**src/rtl/ltf_pkg.sv**
```systemverilog
// Shared lamp encodings and fault codes for the traffic-light safety monitor.
package ltf_pkg;

  // Bit [0] is red, [1] is yellow, [2] is green.
  typedef logic [0:2] ltf_t;

  localparam ltf_t LTF_OFF    = 3'b000;
  localparam ltf_t LTF_RED    = 3'b100;
  localparam ltf_t LTF_YELLOW = 3'b010;
  localparam ltf_t LTF_GREEN  = 3'b001;

  typedef enum logic [2:0] {
    FC_NONE         = 3'd0,
    FC_CONFLICT     = 3'd1,
    FC_PATTERN      = 3'd2,
    FC_TRANSITION   = 3'd3,
    FC_SHORT_YELLOW = 3'd4
  } fault_code_e;

  function automatic logic is_legal_pattern(input ltf_t v);
    return (v == LTF_OFF) || (v == LTF_RED) || (v == LTF_YELLOW) || (v == LTF_GREEN);
  endfunction

endpackage

```
**src/rtl/ltf_safety_monitor_if.sv**
```systemverilog
// Lamp input/output bundle between top_level, the safety monitor and the lamp drivers.
interface ltf_safety_monitor_if #(
  parameter int N_SEM = 4
);
  import ltf_pkg::*;

  ltf_t [N_SEM-1:0] ltfs;
  logic             clear_fault;
  ltf_t [N_SEM-1:0] safe_ltfs;
  logic             fault;
  fault_code_e      fault_code;
  logic [1:0]       fault_sem;

  modport master (
    output ltfs, clear_fault,
    input  safe_ltfs, fault, fault_code, fault_sem
  );

  modport slave (
    input  ltfs, clear_fault,
    output safe_ltfs, fault, fault_code, fault_sem
  );

endinterface

```
**src/rtl/ltf_lane_checker.sv**
```systemverilog
// Per-semaphore checker: tracks the previous sample and yellow duration, flags lane-local faults.
module ltf_lane_checker
  import ltf_pkg::*;
#(
  parameter int MIN_YELLOW = 3
) (
  input  logic clk,
  input  logic rst,
  input  ltf_t cur,
  output logic bad_pattern,
  output logic bad_transition,
  output logic short_yellow,
  output logic green
);

  localparam int             YW   = (MIN_YELLOW > 0) ? $clog2(MIN_YELLOW + 1) : 1;
  localparam logic [YW-1:0]  YSAT = YW'(MIN_YELLOW);

  ltf_t          prev_q, prev_d;
  logic [YW-1:0] ycnt_q, ycnt_d;
  logic          legal_move;

  always_comb begin
    bad_pattern = !is_legal_pattern(cur);
    legal_move  = (cur == prev_q) ||
                  ({prev_q, cur} inside {6'b000_100, 6'b000_010, 6'b100_001, 6'b001_010,
                                         6'b010_100, 6'b010_000, 6'b100_000});
    // A garbled sample carries no meaningful move, so only the pattern fault is reported.
    bad_transition = !bad_pattern && !legal_move;
    short_yellow   = !bad_pattern && (prev_q == LTF_YELLOW) && (cur == LTF_RED) &&
                     (ycnt_q < YSAT);
    green          = cur[2];

    prev_d = cur;
    ycnt_d = '0;
    if (cur == LTF_YELLOW) begin
      ycnt_d = (ycnt_q == YSAT) ? ycnt_q : ycnt_q + YW'(1);
    end
  end

  always_ff @(posedge clk or negedge rst) begin
    if (!rst) begin
      prev_q <= LTF_OFF;
      ycnt_q <= '0;
    end else begin
      prev_q <= prev_d;
      ycnt_q <= ycnt_d;
    end
  end

endmodule

```
**src/rtl/ltf_safety_monitor.sv**
```systemverilog
// Lamp safety monitor: registered pass-through to the drivers, with a latched fault record and flashing-yellow override.
module ltf_safety_monitor
  import ltf_pkg::*;
#(
  parameter int          N_SEM         = 4,
  parameter int          MIN_YELLOW    = 3,
  parameter int          BLINK_HALF    = 2,
  parameter logic [15:0] CONFLICT_MASK = 16'h5A5A
) (
  input  logic                 clk,
  input  logic                 rst,
  ltf_safety_monitor_if.slave  mon
);

  localparam int            BW         = (BLINK_HALF > 1) ? $clog2(BLINK_HALF) : 1;
  localparam logic [BW-1:0] BLINK_LAST = BW'(BLINK_HALF - 1);

  typedef enum logic {ST_MONITOR = 1'b0, ST_FAULT = 1'b1} state_e;

  logic [N_SEM-1:0] bad_pat, bad_tr, short_y, green;

  for (genvar g = 0; g < N_SEM; g++) begin : g_lane
    ltf_lane_checker #(.MIN_YELLOW(MIN_YELLOW)) u_lane (
      .clk           (clk),
      .rst           (rst),
      .cur           (mon.ltfs[g]),
      .bad_pattern   (bad_pat[g]),
      .bad_transition(bad_tr[g]),
      .short_yellow  (short_y[g]),
      .green         (green[g])
    );
  end

  logic        any_conf, any_pat, any_tr, any_sy, all_red, clear_ok, det;
  logic [1:0]  conf_sem, pat_sem, tr_sem, sy_sem, det_sem;
  fault_code_e det_code;

  // Each class is scanned from the top index down so the lowest offending index is left standing.
  always_comb begin
    any_conf = 1'b0; conf_sem = '0;
    any_pat  = 1'b0; pat_sem  = '0;
    any_tr   = 1'b0; tr_sem   = '0;
    any_sy   = 1'b0; sy_sem   = '0;
    all_red  = 1'b1;
    for (int i = N_SEM - 1; i >= 0; i--) begin
      for (int j = 0; j < N_SEM; j++) begin
        if ((j > i) && green[i] && green[j] && CONFLICT_MASK[4*i+j]) begin
          any_conf = 1'b1;
          conf_sem = 2'(i);
        end
      end
      if (bad_pat[i]) begin any_pat = 1'b1; pat_sem = 2'(i); end
      if (bad_tr[i])  begin any_tr  = 1'b1; tr_sem  = 2'(i); end
      if (short_y[i]) begin any_sy  = 1'b1; sy_sem  = 2'(i); end
      if (mon.ltfs[i] != LTF_RED) all_red = 1'b0;
    end

    det_code = FC_NONE;
    det_sem  = '0;
    if (any_conf)     begin det_code = FC_CONFLICT;     det_sem = conf_sem; end
    else if (any_pat) begin det_code = FC_PATTERN;      det_sem = pat_sem;  end
    else if (any_tr)  begin det_code = FC_TRANSITION;   det_sem = tr_sem;   end
    else if (any_sy)  begin det_code = FC_SHORT_YELLOW; det_sem = sy_sem;   end
    det      = (det_code != FC_NONE);
    clear_ok = mon.clear_fault && all_red;
  end

  state_e           state_q, state_d;
  logic             fault_q, fault_d;
  fault_code_e      code_q, code_d;
  logic [1:0]       sem_q, sem_d;
  logic             phase_q, phase_d, phase_adv;
  logic [BW-1:0]    bcnt_q, bcnt_d, bcnt_adv;
  ltf_t [N_SEM-1:0] safe_q, safe_d, all_yellow;

  always_comb begin
    for (int i = 0; i < N_SEM; i++) all_yellow[i] = LTF_YELLOW;

    phase_adv = phase_q;
    bcnt_adv  = bcnt_q + BW'(1);
    if (bcnt_q == BLINK_LAST) begin
      bcnt_adv  = '0;
      phase_adv = !phase_q;
    end

    state_d = state_q;
    fault_d = fault_q;
    code_d  = code_q;
    sem_d   = sem_q;
    phase_d = phase_q;
    bcnt_d  = bcnt_q;
    safe_d  = mon.ltfs;

    unique case (state_q)
      ST_MONITOR: begin
        if (det) begin
          state_d = ST_FAULT;
          fault_d = 1'b1;
          code_d  = det_code;
          sem_d   = det_sem;
          phase_d = 1'b1;
          bcnt_d  = '0;
          safe_d  = all_yellow;
        end
      end
      ST_FAULT: begin
        phase_d = phase_adv;
        bcnt_d  = bcnt_adv;
        safe_d  = phase_adv ? all_yellow : '0;
        // A fresh fault on a clear edge keeps the override and takes over the record.
        if (clear_ok && det) begin
          code_d = det_code;
          sem_d  = det_sem;
        end else if (clear_ok) begin
          state_d = ST_MONITOR;
          fault_d = 1'b0;
          code_d  = FC_NONE;
          sem_d   = '0;
          phase_d = 1'b0;
          bcnt_d  = '0;
        end
      end
      default: state_d = ST_MONITOR;
    endcase
  end

  always_ff @(posedge clk or negedge rst) begin
    if (!rst) begin
      state_q <= ST_MONITOR;
      fault_q <= 1'b0;
      code_q  <= FC_NONE;
      sem_q   <= '0;
      phase_q <= 1'b0;
      bcnt_q  <= '0;
      safe_q  <= '0;
    end else begin
      state_q <= state_d;
      fault_q <= fault_d;
      code_q  <= code_d;
      sem_q   <= sem_d;
      phase_q <= phase_d;
      bcnt_q  <= bcnt_d;
      safe_q  <= safe_d;
    end
  end

  assign mon.safe_ltfs  = safe_q;
  assign mon.fault      = fault_q;
  assign mon.fault_code = code_q;
  assign mon.fault_sem  = sem_q;

endmodule

```
**src/flat_wrapper.sv**
```systemverilog
// flat-port wrapper written by rule: the top's interface ports become plain ports
module ltf_safety_monitor_flat import ltf_pkg::*;
#(
  parameter int          N_SEM         = 4,
  parameter int          MIN_YELLOW    = 3,
  parameter int          BLINK_HALF    = 2,
  parameter logic [15:0] CONFLICT_MASK = 16'h5A5A
)
  (clk, rst, mon_ltfs, mon_clear_fault, mon_safe_ltfs, mon_fault, mon_fault_code, mon_fault_sem);
  ltf_safety_monitor_if #(.N_SEM(N_SEM)) mon_i ();
  input  logic clk;
  input  logic rst;
  input wire logic [$bits(mon_i.ltfs)-1:0] mon_ltfs;
  input wire logic [$bits(mon_i.clear_fault)-1:0] mon_clear_fault;
  output wire logic [$bits(mon_i.safe_ltfs)-1:0] mon_safe_ltfs;
  output wire logic [$bits(mon_i.fault)-1:0] mon_fault;
  output wire logic [$bits(mon_i.fault_code)-1:0] mon_fault_code;
  output wire logic [$bits(mon_i.fault_sem)-1:0] mon_fault_sem;
  assign mon_i.ltfs = mon_ltfs;
  assign mon_i.clear_fault = mon_clear_fault;
  assign mon_safe_ltfs = mon_i.safe_ltfs;
  assign mon_fault = mon_i.fault;
  assign mon_fault_code = mon_i.fault_code;
  assign mon_fault_sem = mon_i.fault_sem;
  ltf_safety_monitor #(.N_SEM(N_SEM), .MIN_YELLOW(MIN_YELLOW), .BLINK_HALF(BLINK_HALF), .CONFLICT_MASK(CONFLICT_MASK)) u_core (.clk(clk), .rst(rst), .mon(mon_i));
endmodule
```
**config.mk**
```make
export PLATFORM = sky130hd
export DESIGN_NAME = ltf_safety_monitor_flat
export DESIGN_NICKNAME = d
export VERILOG_FILES = /design/src/rtl/ltf_pkg.sv /design/src/rtl/ltf_safety_monitor_if.sv /design/src/rtl/ltf_lane_checker.sv /design/src/rtl/ltf_safety_monitor.sv /design/src/flat_wrapper.sv
export SDC_FILE = /design/constraint.sdc
export NUM_CORES = 1
export LEC_CHECK = 0
export CAP_MARGIN = 0
export CELL_PAD_IN_SITES_DETAIL_PLACEMENT = 0
export CELL_PAD_IN_SITES_GLOBAL_PLACEMENT = 1
export CORE_ASPECT_RATIO = 1.25
export CORE_MARGIN = 3
export CORE_UTILIZATION = 35
export CTS_CLUSTER_DIAMETER = 30
export DETAILED_ROUTE_END_ITERATION = 10
export GPL_ROUTABILITY_DRIVEN = 0
export PLACE_DENSITY = 0.76
export REMOVE_ABC_BUFFERS = 1
export SLEW_MARGIN = 5
export SYNTH_ARGS = -nofsm -noshare
export SYNTH_HDL_FRONTEND = slang
export SYNTH_SLANG_ARGS = --single-unit
```
**constraint.sdc**
```tcl
create_clock -name clk -period 2.3 [get_ports clk]
set_input_delay 0.345 -clock clk [delete_from_list [all_inputs] [get_ports clk]]
set_output_delay 0.345 -clock clk [all_outputs]
set_load 0.05 [all_outputs]
```
==> reports/qor.yml, run 1 <==
status: "complete, no violations"
vias: 1737
std_cell_rows: 30
cts_max_level: 2
fin_cells: 335
worst_pin_slew_ns: 0.899
drt-vias-per-instance: 5.19
yosysWarnings: 0
endpoint_kind: "flip-flop"
crit_family: "simple AND/OR/NAND/NOR gates"
grt_max_degree: 42
relSlewSlack: 0.400
drt_iter0_drc: 93
crit_fanout: 7
cts_tree: "yes"
start_util: 0.372
fin_skew_ns: 0.00542
cp_cell_sequence: "a22o_1 -> a21oi_2 -> o311ai_2 -> or4_4 -> buf_6 -> or4_1 -> o21ai_1"
ys_ff_latch: 41
routedWlPerCell_um: 14.2
die_h_um: 92.2
drive_gt1_frac: 0.232
grt_pass1_vias: 1704
cp.required_ns: 2.52
cts.sinks: 41
slowest_stage: "or4_4"
drc: 0
cts-root-buf: "clkbuf_8"
seq_area_frac_synth: 0.493
io_buffers: 32
irDropWorstVdd_mv: 0.218
setup_viol: 0
dpl.hpwl_um: 3430
antenna_found_initial: 0
p_total_mw: 1.47
nets: 291
critPathMaxStageDelay_ns: 0.55
worst-path-buf-inv: 1
place_inst: 325
die_area_um2: 6910
die_x_um: 74.9
synth_edf_count: 0
leakage_nw: 1.33
io_pins: 33
avgSynthCellArea_um2: 10.3
min_period_ns: 2.24
drv_cap: 0
clk_latency_ns: 0.28
power_density_nw_per_um2: 515
critPathLaunchType: "flip-flop"
grt_pass1_wl_um: 8110
synth_cells: 202
drt_first_pass_iters: 4
fmax_ghz: 0.445
diodes: 0
holdBufCountCts: 0
grt.overflow.total: 0
grt_use_total: 0.153
rsz0062_at_grt: "true"
criticalPathCategory: "reg -> reg"
finalHoldWorstSlack_ns: 0.184
cts_buffers: 5
slew_violations: 0
holdCritPathClass: "in -> async"
routed_wirelength_um: 4760
synthDistinctLibCells: 50
worstPathArrival_ns: 2.46
ant_nets: 0
hold_viol_final: 0
ys.flop_type: "dfrtp_1"
clkSlewWorstSetupHoldPaths_ns: 0.07
max-clock-path-buffers: 2
syn_area_um2: 2080
syn_to_final_growth_pct: 37.5
finalCritPeriodShare: 0.976
async_flop_share: 1.00
core-area_um2: 5590
## final cells by class
cell class,instances,area (um^2)
sequential,41,1030
clock inverter,1,5.00
timing repair buffer,71,619
multi-input combinational,142,1020
tap,64,80.1
clock buffer,5,68.8
inverter,11,41.3
fill,504,2730
## layer usage
| layer | part of all wire | GRT usage |
|---|---|---|
| met1 | 0.45 | 0.197 |
| met2 | 0.49 | 0.242 |
| met3 | 0.028 | 0.0384 |
| met4 | 0.033 | 0.0593 |
| met5 | 0 | 0 |
## flip-flops by register name, indices dropped and copies added (netlist names), 2 cells and up
signal and count:
u_core.g_lane.u_lane.prev_q 12, u_core.mon.safe_ltfs 12, u_core.g_lane.u_lane.ycnt_q 8, u_core.mon.fault_code 3, u_core.mon.fault_sem 2
## cells in the mapped netlist (5+ instances only)
library cell,n,area (um^2)
nor3_1,8,40.0
dfrtp_1,41,1030
a21oi_1,14,70.1
inv_1,11,41.3
mux2i_1,5,50.1
and2_1,7,43.8
nand2_1,12,45.0
buf_2,6,30.0
nor2_1,22,82.6
## path summary, 6_finish.rpt
check                                                                 start                                          end  slack [ns]  cells after the start
worst max-delay path            u_core.g_lane[0].u_lane.prev_q[0]$_DFF_PN0_                    u_core.bcnt_q$_DFFE_PN0P_        0.06                      7
worst min-delay path                                                    rst                 u_core.mon.fault$_DFFE_PN0P_        0.18                      1
worst max register to register  u_core.g_lane[0].u_lane.prev_q[0]$_DFF_PN0_                    u_core.bcnt_q$_DFFE_PN0P_        0.06                      7
worst min register to register          u_core.mon.fault_sem[1]$_DFFE_PN0P_          u_core.mon.fault_sem[1]$_DFFE_PN0P_        0.50                      1
max in group asynchronous                                               rst  u_core.g_lane[0].u_lane.prev_q[2]$_DFF_PN0_        1.50                      1
min in group clk                                                mon_ltfs[6]  u_core.g_lane[2].u_lane.prev_q[0]$_DFF_PN0_        0.29                      1
## stage by stage
stage,setup TNS [ns],area (um^2),util,worst slack (ns)
final,0,2860,0.511,0.0551
after global routing,-0.137,2860,0.511,-0.0578
after CTS,-0.113,2780,0.497,-0.0252
after detailed placement,-7.23,2700,0.482,-0.421
after global placement,-7.15,2700,0.482,-0.399
after floorplan,-0.250,2040,-,-0.0291
## repair_timing
item,CTS,global route
resized for setup,8,14
pin swaps,2,2
setup endpoints to repair,18,19
buffers inserted,0,4
## power by group
part / total (mW) / internal, mW / leakage (nW) / switching [mW]
clock: 0.425 / 0.200 / 0.0399 / 0.226
combinational: 0.280 / 0.131 / 0.767 / 0.149
sequential: 0.766 / 0.744 / 0.524 / 0.0220
total: 1.47 / 1.08 / 1.33 / 0.397
## placed cells by master (no fill, tap or decap), types with 4 or more instances in the layout
master and n:
dfrtp_1 39, buf_4 38, nor2_1 22, clkdlybuf4s50_1 22
a21oi_1 13, nand2_1 12, inv_1 11, and2_1 7
nor3_1 5, mux2i_1 5, clkbuf_8 5, dlymetal6s2s_1 5
a22o_1 4, or3_1 4, xor2_1 4, ha_1 4
dlygate4sd2_1 4
## cells by family (layout without fill, tap and decap cells)
group           after synthesis  after routing  share of synthesized area
fa+ha+maj                     8              8                     0.0445
buf+inv                      19             88                     0.0397
mux                           5              5                     0.0241
flops                        41             41                      0.493
compound gates               46             46                      0.163
simple gates                 78             78                      0.214
xor+xnor                      5              5                     0.0211
No activity file was read; power rests on OpenSTA's default activity.
==> inputs of run 2 (changes only) <==
- CTS_BUF_LIST: default -> sky130_fd_sc_hd__clkbuf_2
==> run 2 against run 1 <==
Compared with the run above:
- clock-buffer cell count unchanged
- clock power is 34% lower
- worst setup slack improved by 0.0099 ns
- wire length decreased by 3.1%
- via count fell by 1.3%
- sequential share of layout area rose by 1.2 points
- largest cell class unchanged
==> reports/qor.yml, run 2 (same netlist as run 1, synthesis figures left out) <==
syn_to_final_growth_pct: 33.0
irDropWorstVdd_mv: 0.200  # -8.4%
clkSlewWorstSetupHoldPaths_ns: 0.19  # +0.12 ns
cts_max_level: 2  # unchanged
dpl.hpwl_um: 3430  # unchanged
cts.sinks: 41  # unchanged
routed_wirelength_um: 4610  # -3.1%
top_usage_layer: "met2"
leakage_nw: 1.26  # -5.2%
clkPwrFrac: 0.212  # -0.077
grtUsageMet1: 0.191  # -0.00551
worst_pin_slew_ns: 0.905  # +0.00524 ns
die_area_um2: 6910  # unchanged
slew_violations: 0  # unchanged
most-common-layout-cells: "dfrtp_1 (40), buf_4 (35), clkdlybuf4s50_1 (30), nor2_1 (22), a21oi_1 (13)"
vias: 1715  # -1.3%
io_pins: 33  # unchanged
num-fill-cells: 514  # +2.0%
netSwitchingFraction: 0.292  # +0.0220
max-clock-path-buffers: 2  # unchanged
sequentialPowerShare: 0.578  # +0.057
drv_cap: 0  # unchanged
worstReg2RegEnd: "u_core.bcnt_q$_DFFE_PN0P_"
relSlewSlack: 0.397  # -0.00349
cts_tree: "yes"
clk_latency_ns: 0.39  # +0.11 ns
status: "complete, no violations"
criticalPathCategory: "reg -> reg"
fin_skew_ns: 0.0126  # +0.00719 ns
routedWlPerCell_um: 13.9  # -2.2%
ant_nets: 0  # unchanged
crit_fanout: 8  # +1
diodes: 0  # unchanged
grt_use_total: 0.150  # -0.00353
cts_buffers: 5  # unchanged
rsz0062_at_grt: "true"
multiInputGateArea_um2: 996  # -2.0%
grt_pass1_vias: 1653  # -3.0%
power_frac_comb: 0.209  # +0.019
power_density_nw_per_um2: 478  # -7.1%
die_x_um: 74.9  # unchanged
worstPathArrival_ns: 2.57  # +0.11 ns
hold_viol_final: 0  # unchanged
core-area_um2: 5590  # unchanged
min_period_ns: 2.24  # -0.00985 ns
io_buffers: 32  # unchanged
holdBufCountCts: 0  # unchanged
drt_first_pass_iters: 4  # unchanged
met2_usage: 0.239  # -0.00291
holdCritPathClass: "in -> async"
rr_worst_depth: 7  # unchanged
layout_commonest_cell: "dfrtp_1"
grt_pass1_wl_um: 7890  # -2.8%
p_int_uw: 937  # -13%
drive_gt1_frac: 0.198  # -0.0347
critPathLaunchType: "flip-flop"
power.switching_uw: 386  # -2.8%
seq_area_um2: 1030  # -0.12%
start_util: 0.372  # unchanged
rrSetupSlack_ns: 0.06  # about the same
die_h_um: 92.2  # unchanged
gr-usage-met3: 0.0340  # -0.00439
p_total_mw: 1.32  # -10%
setup_viol: 0  # unchanged
finalHoldWorstSlack_ns: 0.0548  # -0.129 ns
drt-vias-per-instance: 5.17  # -0.37%
fmax_ghz: 0.447  # +0.44%
drc: 0  # unchanged
endpoint_kind: "flip-flop"
grt.overflow.total: 0  # unchanged
grt_max_degree: 42  # unchanged
finalCritPeriodShare: 0.972  # -0.00428
antenna_found_initial: 0  # unchanged
r2r_start: "u_core.g_lane[0].u_lane.prev_q[1]$_DFF_PN0_"
nets: 288  # -1.0%
cp.required_ns: 2.64  # +0.12 ns
cts-root-buf: "clkbuf_2"
drt_iter0_drc: 62  # -33%
std_cell_rows: 30  # unchanged
## run 2: cell count changes in the layout (fill, tap and decap cells not counted), sizes merged
| cell | previous run | this run |
|---|---|---|
| buf | 40 | 37 |
| dlymetal6s2s | 5 | 1 |
| clkdlybuf4s50 | 22 | 30 |
| dlygate4sd2 | 4 | 0 |
## run 2: power groups by stage
stage | registers, mW | clock network [mW] | logic [mW]
floorplan | 0.806 | 0 | 0.0915
global placement | 0.778 | 0 | 0.264
detailed placement | 0.778 | 0 | 0.266
CTS | 0.765 | 0.299 | 0.272
global route | 0.769 | 0.324 | 0.307
finish | 0.765 | 0.281 | 0.277
## run 2: metrics by stage
step | setup WS (ns) | utilization | setup TNS, ns | area, um^2 | instances
6_report | 0.0650 | 0.495 | 0 | 2770 | 332
4_1_cts | 0.0104 | 0.490 | 0 | 2740 | 332
5_1_grt | -0.0372 | 0.495 | -0.106 | 2770 | 332
2_1_floorplan | -0.0291 | - | -0.250 | 2040 | 194
3_3_place_gp | -0.399 | 0.482 | -7.15 | 2700 | 325
3_5_place_dp | -0.421 | 0.482 | -7.23 | 2700 | 325
## run 2: how the worst max path moves through the flow
| stage | startpoint | end | cells past startpoint |
|---|---|---|---|
| floorplan | u_core.g_lane[0].u_lane.prev_q[1]$_DFF_PN0_ | u_core.mon.safe_ltfs[10]$_DFF_PN0_ | 6 |
| global placement | mon_ltfs[3] | u_core.bcnt_q$_DFFE_PN0P_ | 8 |
| detailed placement | mon_ltfs[3] | u_core.bcnt_q$_DFFE_PN0P_ | 8 |
| CTS | u_core.g_lane[0].u_lane.prev_q[0]$_DFF_PN0_ | u_core.mon.fault_code[0]$_DFFE_PN0P_ | 7 |
| global route | u_core.g_lane[0].u_lane.prev_q[0]$_DFF_PN0_ | u_core.bcnt_q$_DFFE_PN0P_ | 7 |
| finish | u_core.g_lane[0].u_lane.prev_q[1]$_DFF_PN0_ | u_core.bcnt_q$_DFFE_PN0P_ | 7 |
## run 2: area by class of cell
type                    instances  area share
flip-flops and latches         41       0.371
multi-input cells             142       0.360
repair buffers                 68       0.214
well taps                      64      0.0289
inverters                      11      0.0149
clock buffers                   5     0.00905
clock inverters                 1     0.00181
## run 2: critical path: stages, from the launching register on
cell	delay [ns]
dfrtp_1	0.45
a22o_1	0.25
a21oi_2	0.16
o311ai_4	0.11
or4_4	0.52
buf_6	0.16
or4_1	0.46
o21ai_1	0.08
## run 2: routing by layer
metal / share of wire / vias to the layer above / routed length [um]
li1: - / 876 / -
met1: 0.45 / 803 / 2080
met2: 0.50 / 29 / 2300
met3: 0.032 / 7 / 147
met4: 0.018 / 0 / 85
met5: 0 / - / 0
## run 2: what timing repair did
action                     4_1_cts  5_1_grt
pin swaps                        0        1
resized for setup                2        5
setup buffers                    1        0
setup endpoints to repair        5       17
==> RTL change 1: new RTL, flow settings as in run 1 <==
`MIN_YELLOW` is set to 3 in 3 places; all go to 5.
--- a/src/rtl/ltf_lane_checker.sv
+++ b/src/rtl/ltf_lane_checker.sv
@@ -4,3 +4,3 @@
 #(
-  parameter int MIN_YELLOW = 3
+  parameter int MIN_YELLOW = 5
 ) (
--- a/src/rtl/ltf_safety_monitor.sv
+++ b/src/rtl/ltf_safety_monitor.sv
@@ -5,3 +5,3 @@
   parameter int          N_SEM         = 4,
-  parameter int          MIN_YELLOW    = 3,
+  parameter int          MIN_YELLOW    = 5,
   parameter int          BLINK_HALF    = 2,
--- a/src/flat_wrapper.sv
+++ b/src/flat_wrapper.sv
@@ -4,3 +4,3 @@
   parameter int          N_SEM         = 4,
-  parameter int          MIN_YELLOW    = 3,
+  parameter int          MIN_YELLOW    = 5,
   parameter int          BLINK_HALF    = 2,
Check against the original RTL: not equivalent (Yosys sat finds a counterexample within 10 cycles, from zero or initial values and one cycle with rst low).
==> RTL change 1 against run 1 <==
Utilization decreased by 3.4 points. Setup slack improved by 19 ps. Sequential cell count increased by 4. Total power increased by 5.0%. Area after synthesis increased by 17%. Wire length increased by 14%. Global-route usage decreased by 0.59 points. Final area increased by 11%. Largest cell class is now multi-input combinational cells. Largest power group unchanged.
==> RTL change 1: results (changes against run 1) <==
[routing]
viasPerCell = 5.023  ; -3.1%
dr_wl_met3_um = 267  ; +100%
drtIter0Drc = 99  ; +6.5%
routedWlPerCell_um = 13.71  ; -3.5%
wl_met1_mm = 2.444  ; +15%
wl_met2_mm = 2.658  ; +13%

[yosys]
synth_fa_ha_area_share_pct = 5.976  ; +1.5 points
synth_compound_area_share_pct = 16.49  ; +0.18 points
yosys.area_share.xor_xnor_pct = 1.803  ; -0.30 points
ys_top_cells_by_count = dfrtp_1 (45), nor2_1 (34), nand2_1 (17)
ys_types = 56  ; +12%
synth_cells = 240  ; +19%
yosysSeqAreaShare_pct = 46.37  ; -3.0 points
synthTopCellsByArea = dfrtp_1 (46%), nor2_1 (5.3%), ha_1 (4.1%)
synthMuxAreaShare_pct = 0  ; -2.4 points

[placed_design]
dp_hpwl_mm = 4.080  ; +19%
placed_cell_area_um2 = 3084  ; +14%
place_inst = 390  ; +20%

[global_route]
grt_max_degree = 46  ; +9.5%
grt_pass1_vias = 1932  ; +13%
track_usage_pct = 14.73  ; -0.59 points
grt_pass1_wl_mm = 9.259  ; +14%

[power]
p_leak_uw = 0.001468  ; +10%
ir_drop_uv = 255.9  ; +17%
p_seq_share_pct = 54.1  ; +2.0 points
p_total_uw = 1546  ; +5.0%
powerComb_uw = 263  ; -6%
switching_share_pct = 26.68  ; -0.27 points
pwr_density_cell_nw_per_um2 = 487.9  ; -5.3%

[critical_path]
startpoint = mon_ltfs[8]
timing.rr.start = u_core.g_lane[1].u_lane.prev_q[1]$_DFF_PN0_
rrSetupSlack_ps = 240  ; +180 ps

[outcome]
status = finished, final reports clean

[timing]
fin_crit_sh_pct = 96.78  ; -0.82 points
fin_skew_ps = 5.706  ; +0.2860 ps
fin_hold_ws_ps = 12.71  ; -171.2 ps
worst_pin_slew_ps = 512.3  ; -387.2 ps

[cells_and_area]
post_route_cells_drive_above_1_share_pct = 20.97  ; -2.3 points

[cts]
cts_buffers = 5  ; unchanged

-- RTL change 1: cell count changes after synthesis, sizes merged, moves of 6 or more --
cell	delta
nor3	+7
a21oi	-7
nor2	+12
a211oi	+6
o21ai	+6
-- RTL change 1: final cells by class --
type | instances | area [um^2]
Timing Repair Buffer | 74 | 651.9
Inverter | 10 | 37.54
Tap cell | 87 | 108.9
Sequential cell | 45 | 1126
Fill cell | 630 | 3478
Clock buffer | 5 | 68.82
Multi-Input combinational cell | 175 | 1171
Clock inverter | 1 | 5.005
-- RTL change 1: per-layer routing --
| metal | vias to the layer above | global-route usage (%) |
|---|---|---|
| li1 | 1006 | - |
| met1 | 928 | 20.22 |
| met2 | 53 | 24.04 |
| met3 | 7 | 2.174 |
| met4 | 0 | 4.291 |
| met5 | - | 0 |
-- RTL change 1: what timing repair did --
item                                    in CTS  in global routing
gates resized for setup                     10                  4
hold buffers                                 0                  0
hold endpoints to repair                     0                  0
buffers inserted                             1                  0
pin swaps                                    4                  2
endpoints found under the setup margin      20                 18
==> RTL change 2: new RTL, flow settings as in run 1 <==
Without the edit above. Reset style: synchronous (`rst`), changed in 2 clocked blocks.
--- a/src/rtl/ltf_lane_checker.sv
+++ b/src/rtl/ltf_lane_checker.sv
@@ -40,3 +40,3 @@
 
-  always_ff @(posedge clk or negedge rst) begin
+  always_ff @(posedge clk) begin
     if (!rst) begin
--- a/src/rtl/ltf_safety_monitor.sv
+++ b/src/rtl/ltf_safety_monitor.sv
@@ -126,3 +126,3 @@
 
-  always_ff @(posedge clk or negedge rst) begin
+  always_ff @(posedge clk) begin
     if (!rst) begin
Check against the original RTL: differs if rst is asserted again (counterexample within 4 cycles, from zero or initial values and one cycle with rst low); with rst held inactive, the same outputs for 10 cycles.
==> RTL change 2 against run 1 <==
Critical path depth did not move. Cell count rose by 6.9%. Final area fell by 1.8%. Global-route usage fell by 0.49 points. Wire length rose by 1.6%. Area after synthesis fell by 3.1%. Synthesized cell count rose by 7.4%. Utilization fell by 0.26 points. Sequential cell count did not move. Largest power group unchanged. Setup slack improved by 40 ps. Total power rose by 4.0%. Count of clock-buffer cells in the layout rose by 3. First-iteration DRC count fell by 18%.
==> RTL change 2: results (changes against run 1) <==
[global_route]
track_usage_pct = 14.82  ; -0.49 points
grt_pass1_wl_mm = 7.859  ; -3.1%
grt_max_degree = 16  ; -62%
grt_pass1_vias = 1780  ; +4.5%

[yosys]
synthTopCellsByArea = dfxtp_1 (41%), and2_1 (5.0%), nor3b_1 (3.4%)
synth_compound_area_share_pct = 16.64  ; +0.33 points
yosysSeqAreaShare_pct = 40.72  ; -8.6 points
ys_types = 52  ; +4.0%
synthArstFlopShare_pct = 0  ; -100 points
ys_top_cells_by_count = dfxtp_1 (41), and2_1 (16), nand2_1 (15)
yosys.area_share.xor_xnor_pct = 2.173  ; +0.067 points
synthMuxAreaShare_pct = 1.986  ; -0.42 points

[routing]
drtIter0Drc = 76  ; -18%
vias = 1854  ; +6.7%
routedWlPerCell_um = 13.51  ; -5.0%
wl_met1_mm = 2.212  ; +3.8%
dr_wl_met3_um = 213  ; +63%

[power]
p_leak_uw = 0.001178  ; -11%
ir_drop_uv = 310.6  ; +42%

[timing]
worst_pin_slew_ps = 503.3  ; -396.1 ps
fin_skew_ps = 7.399  ; +1.979 ps

[critical_path]
cpPeakStageDelay_ps = 590  ; +40 ps
slowest_stage = clkdlybuf4s50_1
arrival_ps = 2390  ; -70 ps

[min_path]
hold_class = register to register

[cts]
insertion_delay_ps = 290

[cells_and_area]
post_route_cells_drive_above_1_share_pct = 22.45  ; -0.80 points
nets = 312  ; +7.2%
n_fill_cell = 534  ; +6.0%

[placed_design]
placed_cell_area_um2 = 2709  ; +0.46%
dp_hpwl_mm = 3.802  ; +11%

[outcome]
status = finished, final reports clean

==> RTL change 2: where the power goes <==
group	total, uW	switching (uW)	internal, uW
Sequential	761	22.0	739
Combinational	325	171	154
Clock	444	229	216
Total	1530	422	1110
==> RTL change 2: metrics by stage <==
stage               worst slack (ps)  instances  power (uW)
global placement              -229.0        350        1098
finish                         95.25        358        1531
global route                   25.65        358        1601
floorplan                      408.7        208       933.2
detailed placement            -265.8        350        1100
CTS                            43.94        358        1552
==> RTL change 2: layout make-up <==
cell class                      instances  area [um^2]  area share (%)
Sequential cell                        41        820.8           29.25
Multi-Input combinational cell        157         1117           39.81
Inverter                               10        37.54           1.337
Tap cell                               64        80.08           2.853
Clock buffer                            8        80.08           2.853
Timing Repair Buffer                   78        670.6           23.90
==> RTL change 2: layer usage <==
layer	vias to the layer above	track usage (%)
li1	952	-
met1	865	18.58
met2	32	24.85
met3	5	3.007
met4	0	4.683
met5	-	0
==> RTL change 2: final timing paths <==
kind | from | end | slack (ps) | depth (start not counted)
worst max register to register | u_core.g_lane[3].u_lane.ycnt_q[0]$_SDFFE_PN0N_ | u_core.phase_q$_SDFFE_PN0P_ | 230 | 9
worst min register to register | u_core.mon.fault$_SDFFE_PN0P_ | u_core.mon.fault$_SDFFE_PN0P_ | 460 | 2
worst min-delay path | u_core.mon.fault$_SDFFE_PN0P_ | u_core.mon.fault$_SDFFE_PN0P_ | 460 | 2
worst max-delay path | mon_ltfs[3] | u_core.mon.safe_ltfs[10]$_SDFF_PN0_ | 100 | 7
==> RTL change 2: worst min-delay path, cell delays in order (launching register included) <==
cell and delay, ps:
dfxtp_1 310, inv_1 50, a221oi_1 60
==> RTL change 2: timing repair <==
action                                  CTS  global route
hold endpoints to repair                  0             0
resized for setup                         0             6
hold buffers                              0             0
endpoints found under the setup margin    0            18
